$ cat src/rtl/pairwise_pkg.sv
// Shared types and helpers for the pairwise compare engine.
//   state_t     : scan controller states
//   MODE_EQ/NE  : meaning of the in_mode bit
//   cnt_width   : width needed to count up to n*n set bits
//   idx_width   : width of a row index for n channels (at least 1)
package pairwise_pkg;

    typedef enum logic [1:0] {
        IDLE = 2'd0,
        SCAN = 2'd1,
        DONE = 2'd2
    } state_t;

    localparam logic MODE_EQ = 1'b0;
    localparam logic MODE_NE = 1'b1;

    function automatic int cnt_width(input int n);
        return $clog2(n * n + 1);
    endfunction

    function automatic int idx_width(input int n);
        return (n > 1) ? $clog2(n) : 1;
    endfunction

endpackage

$ cat src/rtl/pairwise_xnor_scan_if.sv
// Handshake bundle for the pairwise compare engine.
//   in_valid/in_ready  : sample handshake, in_data (N*W), in_mode
//   out_valid/out_ready: result handshake, out_matrix (N*N), out_count
// The engine connects through the slave modport; the producer/consumer
// side uses master.
interface pairwise_xnor_scan_if
    import pairwise_pkg::*;
#(
    parameter int N = 5,
    parameter int W = 1
);
    localparam int CNT_W = cnt_width(N);

    logic                 in_valid;
    logic                 in_ready;
    logic [N*W-1:0]       in_data;
    logic                 in_mode;
    logic                 out_valid;
    logic                 out_ready;
    logic [N*N-1:0]       out_matrix;
    logic [CNT_W-1:0]     out_count;

    modport master (
        output in_valid, in_data, in_mode, out_ready,
        input  in_ready, out_valid, out_matrix, out_count
    );

    modport slave (
        input  in_valid, in_data, in_mode, out_ready,
        output in_ready, out_valid, out_matrix, out_count
    );

endinterface

$ cat src/rtl/pairwise_row_cmp.sv
// Combinational row comparator: compares channel `row` of the captured
// sample against every channel j and returns one match bit per j.
//   data      : N channels of W bits, channel 0 in the MSBs
//   row       : index of the channel being compared
//   mode      : MODE_EQ -> match when equal, MODE_NE -> match when different
//   row_bits  : match(row, j), j=0 in the MSB
//   row_count : number of set bits in row_bits
module pairwise_row_cmp
    import pairwise_pkg::*;
#(
    parameter  int N   = 5,
    parameter  int W   = 1,
    localparam int RW  = idx_width(N),
    localparam int PCW = $clog2(N + 1)
) (
    input  logic [N*W-1:0] data,
    input  logic [RW-1:0]  row,
    input  logic           mode,
    output logic [N-1:0]   row_bits,
    output logic [PCW-1:0] row_count
);

    logic [W-1:0] chans [N];
    logic [W-1:0] sel;

    generate
        for (genvar gi = 0; gi < N; gi++) begin : g_chan
            assign chans[gi] = data[(N-1-gi)*W +: W];
        end
    endgenerate

    // The row index never exceeds N-1 while scanning.
    assign sel = chans[row];

    generate
        for (genvar gi = 0; gi < N; gi++) begin : g_cmp
            logic eq;
            assign eq = &(~(sel ^ chans[gi]));
            assign row_bits[N-1-gi] = (mode == MODE_NE) ? ~eq : eq;
        end
    endgenerate

    always_comb begin
        row_count = '0;
        for (int k = 0; k < N; k++) begin
            row_count = row_count + PCW'(row_bits[k]);
        end
    end

endmodule

$ cat src/rtl/pairwise_xnor_scan.sv
// Sequential NxN pairwise compare engine. Captures one N-channel sample,
// scans one matrix row per clock, then holds the full match matrix and
// its popcount until the consumer takes it.
//   clk   : rising-edge clock
//   reset : asynchronous active-high reset; aborts any scan in progress
//   bus   : slave side of pairwise_xnor_scan_if (sample in, result out)
module pairwise_xnor_scan
    import pairwise_pkg::*;
#(
    parameter int N = 5,
    parameter int W = 1
) (
    input  logic                 clk,
    input  logic                 reset,
    pairwise_xnor_scan_if.slave  bus
);

    localparam int CNT_W = cnt_width(N);
    localparam int RW    = idx_width(N);
    localparam int PCW   = $clog2(N + 1);
    localparam logic [RW-1:0] LAST_ROW = RW'(N - 1);

    state_t           state_reg, state_next;
    logic [N*W-1:0]   data_reg, data_next;
    logic             mode_reg, mode_next;
    logic [RW-1:0]    row_reg, row_next;
    logic [N*N-1:0]   matrix_reg, matrix_next;
    logic [CNT_W-1:0] count_reg, count_next;

    logic [N-1:0]     row_bits;
    logic [PCW-1:0]   row_count;

    pairwise_row_cmp #(
        .N (N),
        .W (W)
    ) u_row_cmp (
        .data      (data_reg),
        .row       (row_reg),
        .mode      (mode_reg),
        .row_bits  (row_bits),
        .row_count (row_count)
    );

    // State register
    always_ff @(posedge clk or posedge reset) begin
        if (reset) begin
            state_reg <= IDLE;
        end else begin
            state_reg <= state_next;
        end
    end

    // Next-state logic
    always_comb begin
        state_next = state_reg;
        case (state_reg)
            IDLE:    if (bus.in_valid)          state_next = SCAN;
            SCAN:    if (row_reg == LAST_ROW)   state_next = DONE;
            DONE:    if (bus.out_ready)         state_next = IDLE;
            default:                            state_next = IDLE;
        endcase
    end

    // Output logic: result is only visible once the whole matrix is built,
    // so a reset or a scan in progress never exposes a partial result.
    always_comb begin
        bus.in_ready   = (state_reg == IDLE);
        bus.out_valid  = (state_reg == DONE);
        bus.out_matrix = matrix_reg;
        bus.out_count  = count_reg;
    end

    // Datapath next values
    always_comb begin
        data_next   = data_reg;
        mode_next   = mode_reg;
        row_next    = row_reg;
        matrix_next = matrix_reg;
        count_next  = count_reg;
        case (state_reg)
            IDLE: begin
                if (bus.in_valid) begin
                    data_next   = bus.in_data;
                    mode_next   = bus.in_mode;
                    row_next    = '0;
                    matrix_next = '0;
                    count_next  = '0;
                end
            end
            SCAN: begin
                // Row i occupies bits [N*N-1-i*N -: N] of the matrix.
                for (int i = 0; i < N; i++) begin
                    if (row_reg == RW'(i)) begin
                        matrix_next[N*N-1-i*N -: N] = row_bits;
                    end
                end
                count_next = count_reg + CNT_W'(row_count);
                if (row_reg != LAST_ROW) begin
                    row_next = row_reg + 1'b1;
                end
            end
            default: ;
        endcase
    end

    // Datapath registers
    always_ff @(posedge clk or posedge reset) begin
        if (reset) begin
            data_reg   <= '0;
            mode_reg   <= MODE_EQ;
            row_reg    <= '0;
            matrix_reg <= '0;
            count_reg  <= '0;
        end else begin
            data_reg   <= data_next;
            mode_reg   <= mode_next;
            row_reg    <= row_next;
            matrix_reg <= matrix_next;
            count_reg  <= count_next;
        end
    end

endmodule
$ cat src/flat_wrapper.sv
// flat-port wrapper written by rule: the top's interface ports become plain ports
module pairwise_xnor_scan_flat import pairwise_pkg::*;
#(
    parameter int N = 5,
    parameter int W = 1
)
  (clk, reset, bus_in_valid, bus_in_data, bus_in_mode, bus_out_ready, bus_in_ready, bus_out_valid, bus_out_matrix, bus_out_count);
  pairwise_xnor_scan_if #(.N(N), .W(W)) bus_i ();
  input  logic clk;
  input  logic reset;
  input wire logic [$bits(bus_i.in_valid)-1:0] bus_in_valid;
  input wire logic [$bits(bus_i.in_data)-1:0] bus_in_data;
  input wire logic [$bits(bus_i.in_mode)-1:0] bus_in_mode;
  input wire logic [$bits(bus_i.out_ready)-1:0] bus_out_ready;
  output wire logic [$bits(bus_i.in_ready)-1:0] bus_in_ready;
  output wire logic [$bits(bus_i.out_valid)-1:0] bus_out_valid;
  output wire logic [$bits(bus_i.out_matrix)-1:0] bus_out_matrix;
  output wire logic [$bits(bus_i.out_count)-1:0] bus_out_count;
  assign bus_i.in_valid = bus_in_valid;
  assign bus_i.in_data = bus_in_data;
  assign bus_i.in_mode = bus_in_mode;
  assign bus_i.out_ready = bus_out_ready;
  assign bus_in_ready = bus_i.in_ready;
  assign bus_out_valid = bus_i.out_valid;
  assign bus_out_matrix = bus_i.out_matrix;
  assign bus_out_count = bus_i.out_count;
  pairwise_xnor_scan #(.N(N), .W(W)) u_core (.clk(clk), .reset(reset), .bus(bus_i));
endmodule
$ cat config.mk
export PLATFORM = sky130hd
export DESIGN_NAME = pairwise_xnor_scan_flat
export DESIGN_NICKNAME = d
export VERILOG_FILES = /design/src/rtl/pairwise_pkg.sv /design/src/rtl/pairwise_xnor_scan_if.sv /design/src/rtl/pairwise_row_cmp.sv /design/src/rtl/pairwise_xnor_scan.sv /design/src/flat_wrapper.sv
export SDC_FILE = /design/constraint.sdc
export NUM_CORES = 1
export LEC_CHECK = 0
export ABC_AREA = 1
export CAP_MARGIN = 20
export CORE_MARGIN = 2
export CORE_UTILIZATION = 47
export DETAILED_ROUTE_END_ITERATION = 7
export PLACE_DENSITY = 0.76
export SLEW_MARGIN = 20
export SYNTH_ARGS = -nofsm -noshare
export SYNTH_HDL_FRONTEND = slang
export SYNTH_SLANG_ARGS = --single-unit
$ cat constraint.sdc
create_clock -name clk -period 3.5 [get_ports clk]
set_input_delay 0.875 -clock clk [delete_from_list [all_inputs] [get_ports clk]]
set_output_delay 0.875 -clock clk [all_outputs]
set_load 0.03 [all_outputs]
==> results.yml, run 1 <==
synth:
  synth-async-reset-ratio_pct: 100
  yosysSeqAreaShare_pct: 46.9
  syn_area_mm2: 0.00219
  synthDistinctLibCells: 34
  yosys_warnings: 0
  syn-instance-count: 235
  synth_edf_count: 0
  synth.top_cell.area_share_pct: 46.9
  ys_ff_latch: 41
  syn_avg_cell_area_um2: 9.30
  ys_top_cells_by_count: "71 x nand2_1, 41 x dfrtp_1, 26 x nand3_1"
  synthTopCellsByArea: "dfrtp_1 47%, nand2_1 12%, nand3_1 6.0%"
  synth_most_common_cell: "nand2_1"
  syn_nets: 258
  synth_top_flop_cell: "dfrtp_1"
  yosys.area.top_type: "dfrtp_1"
die:
  num_rows: 24
  start_util_pct: 49.5
  ios: 42
  die_h_um: 72.2
  dieArea_mm2: 0.00521
  core_mm2: 0.00441
  die_x_um: 72.2
final_layout:
  fillers: 390
  n_antenna_cell: 0
  seqCellArea_mm2: 0.00103
  drive_gt1_share_pct: 18.1
  area_growth_pct: 30.1
  largest_register_ffs: 25
  layout.nets: 310
  multi_input_area_mm2: 0.00107
worst_setup_path:
  cp-start-kind: "register"
  reg2reg_slack_ns: 0.19
  crit_buf_inv: 5
  crit_type: "reg2reg"
  worstPathArrival_ns: 3.50
  max_stage_delay_ns: 0.55
  slowest_stage: "fa_1"
  crit_family: "adder cells"
  crit_top_cell: "inv_2"
  crit_chain: "inv_4 > nand2_1 > nand3_2 > nand2_2 > nand2_2 > nand2_4 > xor2_4 > fa_1 > ha_2 > fa_1 > inv_2 > fa_2 > inv_2 > nand2_1 > inv_2 > o211ai_1 > o21ai_1 > inv_1"
  crit_required_ns: 3.69
  worstSetupEndpointType: "register"
  crit_fanout: 6
drt:
  routedWlPerCell_um: 13.6
  vias_per_cell: 5.20
  vias: 1762
  ant_nets: 0
  wl_um: 4610
  drt_first_iter_violations: 139
  drt-pass1-iter-count: 4
  drc: 0
clocking:
  cts-buffers-inserted: 5
  clock_latency_ns: 0.30
  hold_buffers: 0
  cts-root-buf: "clkbuf_8"
  path_clk_slew_ns: 0.08
  cts_buffer_depth: 2
  h-tree-depth: 2
  clock_sinks: 41
  cts_tree: "done"
timing:
  skew_ns: 0.00480
  max_freq_ghz: 0.302
  finalSetupTns_ns: 0
  worst_pin_slew_ns: 0.806
  hold_viol: 0
  period_share_pct: 94.6
  drv_slew: 0
  relSlewSlack_pct: 46.1
  fin_crit_ns: 3.31
  finalSetupViolCount: 0
grt:
  gr-usage-met2_pct: 29.2
  met3_usage_pct: 4.58
  grt_max_degree: 42
  grt_pass1_wl_um: 7750
  grt_pass1_vias: 1652
  grt_overflow: 0
  antenna_found_initial: 0
  grt.total_usage_pct: 19.1
  grtUsageMet1_pct: 27.4
  busiest_layer: "met2"
run:
  drv_cap: 0
placement:
  place_congestion: 0.808
  hpwl_um: 3190
  io_buffers: 41
worst_hold_path:
  min-delay-path-class: "reg2reg"
status:
  status: "finished, final reports clean"
==> kinds of logic (layout without fill, tap and decap cells) <==
| logic type | count (synthesis) | count (layout) | synth area share, % |
|---|---|---|---|
| flip-flops | 41 | 41 | 46.9 |
| buffers and inverters | 31 | 83 | 5.61 |
| adder cells (fa/ha/maj) | 13 | 13 | 8.47 |
| XOR/XNOR | 9 | 9 | 6.70 |
| multiplexers | 1 | 1 | 0.515 |
| AO/OA/AOI/OAI | 22 | 22 | 7.27 |
| AND/OR/NAND/NOR | 118 | 118 | 24.5 |
==> per-layer routing <==
metal | up-vias | wire [um]
met2 | 61 | 2180
met1 | 833 | 2090
met3 | 8 | 282
met4 | 0 | 48
li1 | 860 | -
met5 | - | 0
==> metrics by stage <==
stage	cells	util (%)	cell area, um2	hold WS, ns	setup slack (ns)
final	339	64.4	2840	0.479	0.190
after global routing	339	64.4	2840	0.496	-0.0193
after CTS	334	62.8	2770	0.486	0.0298
after detailed placement	327	60.5	2670	0.465	0.0766
after global placement	327	60.5	2670	0.464	0.166
after floorplan	235	-	2190	0.520	0.227
==> path summary, 6_finish.rpt <==
check	startpoint	end	depth (start not counted)
setup / recovery	u_core.row_reg[0]	u_core.bus.out_count[4]	18
hold / removal	u_core.bus.out_matrix[18]	u_core.bus.out_matrix[18]	2
setup reg to reg	u_core.row_reg[0]	u_core.bus.out_count[4]	18
hold reg to reg	u_core.bus.out_matrix[18]	u_core.bus.out_matrix[18]	2
max in group asynchronous	reset	u_core.row_reg[0]	3
min in group asynchronous	reset	u_core.bus.out_count[0]	3
==> layout by cell type (no fill, tap or decap), types with 2 or more instances in the layout <==
| cell type | count |
|---|---|
| nand4_1 | 6 |
| xnor2_2 | 3 |
| xor2_4 | 3 |
| dfrtp_1 | 40 |
| nor2_2 | 2 |
| clkdlybuf4s50_1 | 41 |
| a21oi_1 | 3 |
| a31oi_2 | 3 |
| nand3_1 | 25 |
| clkbuf_8 | 5 |
| nor2_1 | 5 |
| nand3_2 | 2 |
| ha_1 | 9 |
| nand2_2 | 2 |
| o21ai_0 | 10 |
| inv_2 | 10 |
| buf_4 | 9 |
| nand2_4 | 2 |
| nand2_1 | 71 |
| fa_1 | 2 |
| inv_1 | 14 |
| inv_4 | 2 |
==> worst reg2reg max path: stages, from the launching register on <==
cell,delay [ns]
dfrtp_2,0.45
inv_4,0.09
nand2_1,0.07
nand3_2,0.07
nand2_2,0.06
nand2_2,0.08
nand2_4,0.10
xor2_4,0.18
fa_1,0.47
ha_2,0.20
fa_1,0.55
inv_2,0.05
fa_2,0.35
inv_2,0.06
nand2_1,0.05
inv_2,0.05
o211ai_1,0.10
o21ai_1,0.18
inv_1,0.05
==> cell type report <==
type	instances	area share (%)
Clock buffer	5	2.42
Tap cell	52	2.29
Sequential cell	41	36.1
Timing Repair Buffer	50	16.8
Clock inverter	2	1.23
Inverter	26	3.61
Multi-Input combinational cell	163	37.5
==> what timing repair did <==
action	in CTS	in global routing
setup endpoints to repair	0	2
gates resized for setup	0	12
setup buffers	0	5
Power of run 1 is not shown: default switching activity piles up to over one toggle a cycle in this logic, so the estimate is an artifact.
==> inputs of run 2 (changes only) <==
CTS_CLUSTER_SIZE = 30   (was default)
SETUP_SLACK_MARGIN = 0.02   (was default)
==> results.yml, run 2 (synthesis gave the netlist of run 1 again) <==
final_layout:
  fillers: 391
  layout_commonest_cell: "nand2_1"
  drive_gt1_share_pct: 18.5
  layout.nets: 310
  layout_common_cells: "70 x nand2_1, 41 x clkdlybuf4s50_1, 40 x dfrtp_1, 25 x nand3_1, 14 x inv_1"
  n_antenna_cell: 0
  seqCellArea_mm2: 0.00103
  area_growth_pct: 30.2
  final_cell_area_mm2: 0.00285
  multi_input_area_mm2: 0.00107
  largest_register_ffs: 25
timing:
  hold_viol: 0
  fin_crit_ns: 3.30
  drv_slew: 0
  worst_pin_slew_ns: 0.813
  finalSetupTns_ns: 0
  period_share_pct: 94.3
  skew_ns: 0.00332
  relSlewSlack_pct: 45.7
  max_freq_ghz: 0.303
  finalSetupViolCount: 0
worst_setup_path:
  crit_fanout: 6
  crit_type: "reg2reg"
  crit_required_ns: 3.69
  cp-start-kind: "register"
  worstPathArrival_ns: 3.49
  r2r-start: "u_core.row_reg[0]"
  worst-r2r-cell-count: 18
  r2r-end: "u_core.bus.out_count[4]"
  reg2reg_slack_ns: 0.20
  worstSetupEndpointType: "register"
clocking:
  cts-root-buf: "clkbuf_8"
  cts_tree: "done"
  cts-buffers-inserted: 5
  h-tree-depth: 2
  path_clk_slew_ns: 0.08
  clock_latency_ns: 0.29
  hold_buffers: 0
  clock_sinks: 41
  cts_buffer_depth: 2
grt:
  grt_pass1_wl_um: 7750
  busiest_layer: "met2"
  grt_pass1_vias: 1652
  grt_overflow: 0
  grtUsageMet1_pct: 27.4
  grt_max_degree: 42
  gr-usage-met2_pct: 29.2
  met3_usage_pct: 4.58
  antenna_found_initial: 0
  grt.total_usage_pct: 19.1
drt:
  wl_um: 4640
  ant_nets: 0
  drc: 0
  vias_per_cell: 5.20
  drt_first_iter_violations: 153
  drt-pass1-iter-count: 4
  vias: 1763
  routedWlPerCell_um: 13.7
run:
  drv_cap: 0
die:
  dieArea_mm2: 0.00521
  num_rows: 24
  core_mm2: 0.00441
  ios: 42
  die_h_um: 72.2
  die_x_um: 72.2
  start_util_pct: 49.5
status:
  status: "finished, final reports clean"
placement:
  io_buffers: 41
  place_area_mm2: 0.00267
  place_congestion: 0.808
  hpwl_um: 3190
worst_hold_path:
  min-delay-path-class: "reg2reg"
  min_path_cells: 2
  min_to: "u_core.bus.out_matrix[18]"
  holdCritStartpoint: "u_core.bus.out_matrix[18]"
run 2: layout make-up:
type                            count  share of cell area (%)
Clock buffer                        5                    2.42
Sequential cell                    41                    36.1
Clock inverter                      2                    1.23
Multi-Input combinational cell    163                    37.6
Timing Repair Buffer               50                    16.8
Inverter                           26                    3.61
Tap cell                           52                    2.29
run 2: critical path: stages (launching register included):
cell and delay, ns:
dfrtp_2 0.45, inv_4 0.09, nand2_1 0.07, nand3_2 0.07, nand2_2 0.06, nand2_2 0.08, nand2_4 0.10, xor2_4 0.17
fa_1 0.47, ha_2 0.20, fa_1 0.55, inv_2 0.05, fa_2 0.33, inv_2 0.06, nand2_1 0.05, inv_2 0.05
o211ai_1 0.11, o21ai_1 0.18, inv_1 0.05
run 2: repair_timing:
action / 4_1_cts / 5_1_grt
hold endpoints to repair: 0 / 0
buffers inserted: 0 / 5
endpoints found under the setup margin: 0 / 2
resized for setup: 0 / 13
run 2: per-layer routing:
metal	routed length (um)	vias up
li1	-	859
met1	2130	837
met4	59	0
met2	2200	60
met3	262	7
met5	0	-
run 2: worst max-delay path by stage:
| stage | cells past startpoint | endpoint | start | slack [ns] |
|---|---|---|---|---|
| global route | 18 | u_core.bus.out_count[4] | u_core.row_reg[0] | -0.004 |
| finish | 18 | u_core.bus.out_count[4] | u_core.row_reg[0] | 0.20 |
| CTS | 18 | u_core.bus.out_count[4] | u_core.row_reg[0] | 0.03 |
| floorplan | 18 | u_core.bus.out_count[4] | u_core.row_reg[0] | 0.23 |
| global placement | 15 | u_core.bus.out_count[4] | u_core.row_reg[1] | 0.17 |
| detailed placement | 18 | u_core.bus.out_count[4] | u_core.row_reg[0] | 0.08 |
run 2: stage by stage:
step	hold slack, ns	utilization [%]	setup slack [ns]	instances
5_1_grt	0.496	64.5	-0.00350	339
2_1_floorplan	0.520	-	0.227	235
3_5_place_dp	0.465	60.5	0.0766	327
6_report	0.479	64.5	0.198	339
3_3_place_gp	0.464	60.5	0.166	327
4_1_cts	0.486	62.8	0.0298	334
Power of run 2 is left out for the same reason.
